==> config.mk <==
export PLATFORM = sky130hd
export DESIGN_NAME = rabbit_next_state
export DESIGN_NICKNAME = d
export VERILOG_FILES = /design/src/rtl/rabbit_pkg.sv /design/src/rtl/rabbit_g_func.sv /design/src/rtl/rabbit_next_state.sv
export SDC_FILE = /design/constraint.sdc
export NUM_CORES = 2
export LEC_CHECK = 0
export BUFFER_PORTS_ARGS = -buffer_cell sky130_fd_sc_hd__clkbuf_2
export CORE_ASPECT_RATIO = 1.75
export CORE_MARGIN = 2
export CORE_UTILIZATION = 55
export CTS_BUF_LIST = sky130_fd_sc_hd__clkbuf_4 sky130_fd_sc_hd__clkbuf_8
export DETAILED_ROUTE_END_ITERATION = 10
export GPL_ROUTABILITY_DRIVEN = 0
export GPL_TIMING_DRIVEN = 0
export HOLD_SLACK_MARGIN = 0.05
export PLACE_DENSITY_LB_ADDON = 0.25
export SETUP_SLACK_MARGIN = 0.5
export SYNTH_ARGS = -nofsm -noshare
export SYNTH_HDL_FRONTEND = slang
export SYNTH_SLANG_ARGS = --single-unit
==> constraint.sdc <==
create_clock -name clk -period 61.9 [get_ports clk]
set_clock_uncertainty 0.1 [all_clocks]
set_input_delay 12.38 -clock clk [delete_from_list [all_inputs] [get_ports clk]]
set_output_delay 12.38 -clock clk [all_outputs]
set_load 0.02 [all_outputs]
==> src/rtl/rabbit_pkg.sv <==
// Shared Rabbit cipher constants, rotate amounts and next-state FSM encoding.
// Counter constants live here so the counter-update stage and this stage agree.
package rabbit_pkg;

  localparam int W     = 32;
  localparam int LANES = 8;

  localparam logic [W-1:0] A0 = 32'h4D34D34D;
  localparam logic [W-1:0] A1 = 32'hD34D34D3;
  localparam logic [W-1:0] A2 = 32'h34D34D34;
  localparam logic [W-1:0] A3 = 32'h4D34D34D;
  localparam logic [W-1:0] A4 = 32'hD34D34D3;
  localparam logic [W-1:0] A5 = 32'h34D34D34;
  localparam logic [W-1:0] A6 = 32'h4D34D34D;
  localparam logic [W-1:0] A7 = 32'hD34D34D3;

  localparam int ROT8  = 8;
  localparam int ROT16 = 16;

  typedef enum logic [1:0] {
    IDLE  = 2'd0,
    GCALC = 2'd1,
    COMB  = 2'd2
  } state_t;

  function automatic logic [W-1:0] rotl(input logic [W-1:0] v, input int n);
    return (v << n) | (v >> (W - n));
  endfunction

endpackage

==> src/rtl/rabbit_g_func.sv <==
// Rabbit g-function: square of (x + c) mod 2^32, low half XOR high half.
// Latency: purely combinational.
// Backpressure: none, the caller time-multiplexes one instance across lanes.
module rabbit_g_func
  import rabbit_pkg::*;
(
  input  logic [W-1:0] x,
  input  logic [W-1:0] c,
  output logic [W-1:0] g
);

  logic [W-1:0]   u;
  logic [2*W-1:0] sq;

  assign u  = x + c;
  assign sq = {{W{1'b0}}, u} * {{W{1'b0}}, u};
  assign g  = sq[W-1:0] ^ sq[2*W-1:W];

endmodule

==> src/rtl/rabbit_next_state.sv <==
// Rabbit next-state stage: one shared g-function per cycle, then one combine cycle.
// Latency: start edge k, g0..g7 at k+1..k+8, state_out/done at k+9; 10-cycle throughput.
// Backpressure: start is only sampled in IDLE; starts while busy are dropped, not queued.
module rabbit_next_state
  import rabbit_pkg::*;
(
  input  logic               clk,
  input  logic               rst_n,
  input  logic               start,
  input  logic [W*LANES-1:0] counter_in,
  input  logic [W*LANES-1:0] state_in,
  output logic               busy,
  output logic               done,
  output logic [W*LANES-1:0] state_out
);

  state_t       state_q, state_d;
  logic [2:0]   idx_q, idx_d;
  logic         busy_q, busy_d;
  logic         done_q, done_d;
  logic         load_op, g_we, out_we;

  logic [W-1:0] x_q [LANES];
  logic [W-1:0] c_q [LANES];
  logic [W-1:0] g_q [LANES];

  logic [W-1:0]       x_cur, c_cur, g_cur;
  logic [W-1:0]       xn [LANES];
  logic [W*LANES-1:0] xn_flat;

  assign x_cur = x_q[idx_q];
  assign c_cur = c_q[idx_q];

  rabbit_g_func u_g_func (
    .x (x_cur),
    .c (c_cur),
    .g (g_cur)
  );

  always_comb begin
    state_d = state_q;
    idx_d   = idx_q;
    busy_d  = busy_q;
    done_d  = 1'b0;
    load_op = 1'b0;
    g_we    = 1'b0;
    out_we  = 1'b0;
    case (state_q)
      IDLE: begin
        if (start) begin
          load_op = 1'b1;
          busy_d  = 1'b1;
          idx_d   = 3'd0;
          state_d = GCALC;
        end
      end
      GCALC: begin
        g_we = 1'b1;
        if (idx_q == 3'd7) begin
          idx_d   = 3'd0;
          state_d = COMB;
        end else begin
          idx_d = idx_q + 3'd1;
        end
      end
      COMB: begin
        out_we  = 1'b1;
        done_d  = 1'b1;
        busy_d  = 1'b0;
        state_d = IDLE;
      end
      default: begin
        busy_d  = 1'b0;
        state_d = IDLE;
      end
    endcase
  end

  // Even lanes mix two 16-bit rotations, odd lanes one 8-bit rotation plus a plain word.
  always_comb begin
    xn[0] = g_q[0] + rotl(g_q[7], ROT16) + rotl(g_q[6], ROT16);
    xn[1] = g_q[1] + rotl(g_q[0], ROT8)  + g_q[7];
    xn[2] = g_q[2] + rotl(g_q[1], ROT16) + rotl(g_q[0], ROT16);
    xn[3] = g_q[3] + rotl(g_q[2], ROT8)  + g_q[1];
    xn[4] = g_q[4] + rotl(g_q[3], ROT16) + rotl(g_q[2], ROT16);
    xn[5] = g_q[5] + rotl(g_q[4], ROT8)  + g_q[3];
    xn[6] = g_q[6] + rotl(g_q[5], ROT16) + rotl(g_q[4], ROT16);
    xn[7] = g_q[7] + rotl(g_q[6], ROT8)  + g_q[5];
    for (int j = 0; j < LANES; j++) begin
      xn_flat[W*j +: W] = xn[j];
    end
  end

  always_ff @(posedge clk) begin
    if (!rst_n) begin
      state_q   <= IDLE;
      idx_q     <= 3'd0;
      busy_q    <= 1'b0;
      done_q    <= 1'b0;
      state_out <= '0;
      for (int j = 0; j < LANES; j++) begin
        x_q[j] <= '0;
        c_q[j] <= '0;
        g_q[j] <= '0;
      end
    end else begin
      state_q <= state_d;
      idx_q   <= idx_d;
      busy_q  <= busy_d;
      done_q  <= done_d;
      if (load_op) begin
        for (int j = 0; j < LANES; j++) begin
          x_q[j] <= state_in[W*j +: W];
          c_q[j] <= counter_in[W*j +: W];
        end
      end
      if (g_we) begin
        g_q[idx_q] <= g_cur;
      end
      if (out_we) begin
        state_out <= xn_flat;
      end
    end
  end

  assign busy = busy_q;
  assign done = done_q;

  a_done_not_busy: assert property (@(posedge clk) disable iff (!rst_n) done_q |-> !busy_q);
  a_gcalc_busy:    assert property (@(posedge clk) disable iff (!rst_n) (state_q == GCALC) |-> busy_q);

endmodule

## Yosys cells after proc, flatten, opt, wreduce, memory -nomap -nowiden

Memory sizes are Yosys's and may differ from the RTL's. A register that Yosys moved wholly into a read port is not among the register bits.
Cells that the tools add are included.

| operators by class | value |
|---|---|
| $add $sub $neg | 18 |
| multipliers | 1 |
| eq/ne operators | 5 |
| muxes and demuxes | 42 |
| bitwise gates (word level) | 30 |
| reductions and logical operators | 6 |

Operators with widths:

| operator | count |
|---|---|
| $add 32x32->32 | 17 |
| $mux 32 | 17 |
| $or 32x16->32 | 8 |
| $or 32x8->32 | 4 |
| $mul 32x32->64 | 1 |
| $reduce_or 32->1 | 1 |
| $xor 32x32->32 | 1 |
| $mux 3 | 7 |
| $or 1x1->1 | 16 |
| $mux 1 | 13 |
| $pmux 3 s2 | 1 |
| $reduce_and 2->1 | 3 |
| $mux 2 | 2 |
| $ne 2x2->1 const B | 2 |
| $pmux 2 s2 | 1 |
| $add 3x1->3 const B | 1 |
| $eq 3x3->1 const B | 1 |
| $eq 2x1->1 const B | 1 |
| $eq 2x2->1 const B | 1 |
| $logic_not 2->1 | 1 |
| $pmux 1 s2 | 1 |
| $reduce_bool 2->1 | 1 |
| $not 1->1 | 1 |

| word-level totals | value |
|---|---|
| register bits | 263 |
| RAM bits | 768 |
| bits of input ports | 515 |
| output and inout bits | 258 |
| word-level logic and storage cells | 110 |
| memories | 3 |

Memory list:

| memory | words | width | read ports | clocked after memory_dff | write ports | RTL line | text |
|---|---|---|---|---|---|---|---|
| c_q | 8 | 32 | 1 | 1 | 8 | rabbit_next_state.sv:24 | `logic [W-1:0] c_q [LANES];` |
| g_q | 8 | 32 | 8 | 0 | 8 | rabbit_next_state.sv:25 | `logic [W-1:0] g_q [LANES];` |
| x_q | 8 | 32 | 1 | 1 | 8 | rabbit_next_state.sv:23 | `logic [W-1:0] x_q [LANES];` |

## Logic depth before layout (Yosys ltp)

| logic depth | value |
|---|---|
| depth in word-level cells | 7 |
| depth in mapped cells | 46 |
| depth with buffers taken out | 43 |

## By module

Synthesis repeated with hierarchy kept, for this count alone.

| unflattened totals | value |
|---|---|
| cells, all modules | 8,350 |
| area total of the unflattened synthesis | 89,198.0 um2 |

By module, submodules not included:

| module | instances | cells an instance | area each (um2) | seq. area each (um2) |
|---|---|---|---|---|
| rabbit_next_state | 1 | 4,969 | 58,705.1 | 28,387.2 |
| rabbit_g_func | 1 | 3,381 | 30,493.0 | 0.0 |

## Worst setup path after synthesis

OpenSTA, ideal clock, no wires.

| timing path | value |
|---|---|
| path type | in2reg |
| from | input start |
| to | register with a tool-made name |
| library setup time | 1.680 ns |
| arrival | 51.594 ns |
| data required time | 60.120 ns |
| slack | 8.526 ns |
| cell stages on the path | 3 |
| path buffers | 0 |
| path through | nand2b_1 -> o21ai_0 -> o21ai_0 |

RTL lines:

| element | RTL line | text |
|---|---|---|
| start, declared | rabbit_next_state.sv:9 | `input logic start,` |

==> results by group <==
Outcome
  – Failing checks: max-capacitance violations, max-slew violations
  – Outcome: finished with violations

Clock tree
  – Clk slew on worst S/H paths: 0.07 ns
  – TritonCTS Buffers: 152
  – H-tree depth: 4
  – Worst-skew pair later-pin latency: 1.04 ns
  – Sink Count: 1034
  – Clk root buf: clkbuf_8
  – CTS Buffer Depth: 3
  – Hold Buf Count CTS: 0
  – Post-cts sizing count: 0
  – Setup bufs post-CTS: 0
  – TritonCTS clock tree: done

Worst setup path
  – Delay-heaviest family, CP: compound AO/OA/AOI/OAI gates
  – CP startpoint kind: register
  – WP buf/inv: 10
  – Largest stage delay on the critical path: 1.39 ns
  – Worst EP required: 62.50 ns
  – Worst-path maximum fanout: 10
  – Critical path data arrival time: 19.85 ns
  – Crit-path slowest cell: clkinv_1
  – Crit-path most repeated cell: fa_1
  – Kind of critical path: reg -> reg
  – Setup crit end kind: register

Final layout
  – Area delta synth->final: 12.8%
  – Layout cell share with drive strength beyond 1: 0.148
  – Nets: 11235
  – Final Non-Filler Cells: 11329
  – Commonest non-fill, non-tap cell in the layout: inv_1
  – Most frequent cells in the layout: inv_1, fa_1, clkbuf_2
  – FF+latch area: 28400 um2
  – Fillers: 12864
  – Area of the multi-input gates: 53500 um2

Yosys
  – Synthesized netlist cell count: 8139
  – Synth unique cells: 85
  – Post-synthesis async set-or-reset flop share: 0
  – Share of the synthesized area in the top cell type: 0.265
  – Yosys warns: 0
  – EDFF count, synth: 768
  – Mapped Avg Cell Area: 10.7 um2
  – Syn_nets: 10262
  – Primary FF master, synth: edfxtp_1
  – Syn Std Cell Area: 87000 um2
  – FF+latch count, synth: 1034
  – Cell taking the most area after synthesis: edfxtp_1
  – Post-synthesis sequential area ratio: 0.326
  – Largest cells by area after synthesis: edfxtp_1, fa_1, ha_1

Place
  – Port bufs: 771
  – Final HPWL DP: 283000 um
  – Placed insts: 10987

STA
  – Slew margin rel.: -0.149
  – RSZ-0062 raised after global routing: false
  – Tcrit/Tclk final: 0.311
  – Final setup viols: 0
  – Max Slew Vio Count: 183
  – Fin. Hold Viols: 0
  – Max Clk Rate: 52.0 MHz
  – Period minus WS final: 19.25 ns
  – Worst slew pin tran: 1.72 ns

Global route
  – Met1 Usage GRT: 0.420
  – Total global routing overflow: 0
  – GRT Total Usage: 0.467
  – Met3 Resource Use GR: 0.221
  – Vias in the first global route: 74162
  – Busiest layer in global routing: met2
  – Initial antenna violation count: 61
  – First-pass GRT wire length: 522000 um
  – Largest net degree at the start of global routing: 34
  – Met2 Track Usage GR: 0.729

Drt
  – Final WL: 367000 um
  – # DRC: 0
  – 1st-iter DRT viols: 8412
  – Final ANT Viol Nets: 0
  – Vias/cell: 6.33
  – Detailed-route via count: 71734
  – Wirelength per Cell: 32.4 um
  – Initial DRT Pass Iterations: 7

Die
  – Die area: 162000 um2
  – Ports: 773
  – CORE AREA: 158000 um2
  – Die height: 530 um
  – Die X: 305 um
  – Row count: 193
  – Initial Util: 0.552

Worst hold path
  – Hold Crit Class: reg -> reg

Job
  – Max_cap viols: 21
worst reg2reg max path: cells and delay by family (launching register included):
family / cells / cell delay (ns)
AO/OA/AOI/OAI: 12 / 5.26
XOR/XNOR: 2 / 1.78
adder cells (fa/ha/maj): 10 / 4.71
buffers and inverters: 10 / 5.21
flip-flops: 1 / 0.50
multiplexers: 2 / 0.94
AND/OR/NAND/NOR: 2 / 0.47
area by class of cell:
type	instances	share of cell area
plain buffers	311	0.0123
well taps	2047	0.0261
clock buffers	212	0.0267
inverters	1115	0.0426
clock inverters	65	0.00779
multi-input cells	5679	0.545
repair buffers	819	0.0488
diodes	47	0.00120
flip-flops and latches	1034	0.289
registers in the layout, indices dropped and copies added, names as in the netlist, named ones only:
register / count
g_q: 256
done: 1
c_q: 256
idx_q: 3
state_q: 2
busy: 1
x_q: 256
state_out: 256
metal layers:
layer,share of wire,up-vias
li1,-,28955
met3,0.13,2540
met1,0.27,34268
met5,0.0013,-
met2,0.45,5939
met4,0.15,32
path summary, 6_finish.rpt:
kind | from | endpoint | slack [ns] | cells past startpoint
max | register | g_q[1][29] | 42.65 | 38
min reg2reg | state_out[197] | state_out[197] | 0.35 | 2
max reg2reg | register | g_q[1][29] | 42.65 | 38
min | state_out[197] | state_out[197] | 0.35 | 2
kinds of logic (layout without fill, tap and decap cells):
kind of cell / count (synthesis) / after routing / share of synthesized area
compound gates: 1216 / 1216 / 0.0872
xor+xnor: 356 / 356 / 0.0360
fa+ha+maj: 1609 / 1609 / 0.322
buf+inv: 1426 / 2522 / 0.0617
flops: 1034 / 1034 / 0.326
mux: 195 / 195 / 0.0417
other cells: 0 / 47 / 0
simple gates: 2303 / 2303 / 0.125
cell usage after synthesis (23+ instances only):
cell and number:
and2_1 552, fa_1 1057, a31oi_1 43, a21o_1 156
mux2_2 62, edfxtp_1 768, inv_1 1105, ha_1 551
dfxtp_1 266, and3_1 41, nor2b_1 44, nor3_1 39
o211ai_1 30, o21ai_0 236, o21a_1 34, nand2_1 754
a21oi_1 448, buf_1 23, nor2_1 646, a211oi_1 61
mux4_2 128, xor2_1 124, clkbuf_1 281, xnor2_1 230
nand2b_1 53, nand3_1 62, nand4_1 32, o21bai_1 44
per-stage QoR:
step / setup slack, ns / hold slack, ns / utilization / setup TNS [ns] / instance area (um2)
floorplan: 8.53 / 0.386 / - / 0 / 87000
global placement: -4.90 / 0.339 / 0.593 / -191.99 / 93400
detailed placement: 44.70 / 0.344 / 0.598 / 0 / 94200
CTS: 44.65 / 0.353 / 0.619 / 0 / 97600
global route: 42.83 / 0.363 / 0.622 / 0 / 98100
finish: 42.65 / 0.349 / 0.622 / 0 / 98100
Power is left out: the tool's default activity adds up to more than one toggle a clock period on the data nets, which glitch-free logic cannot reach.
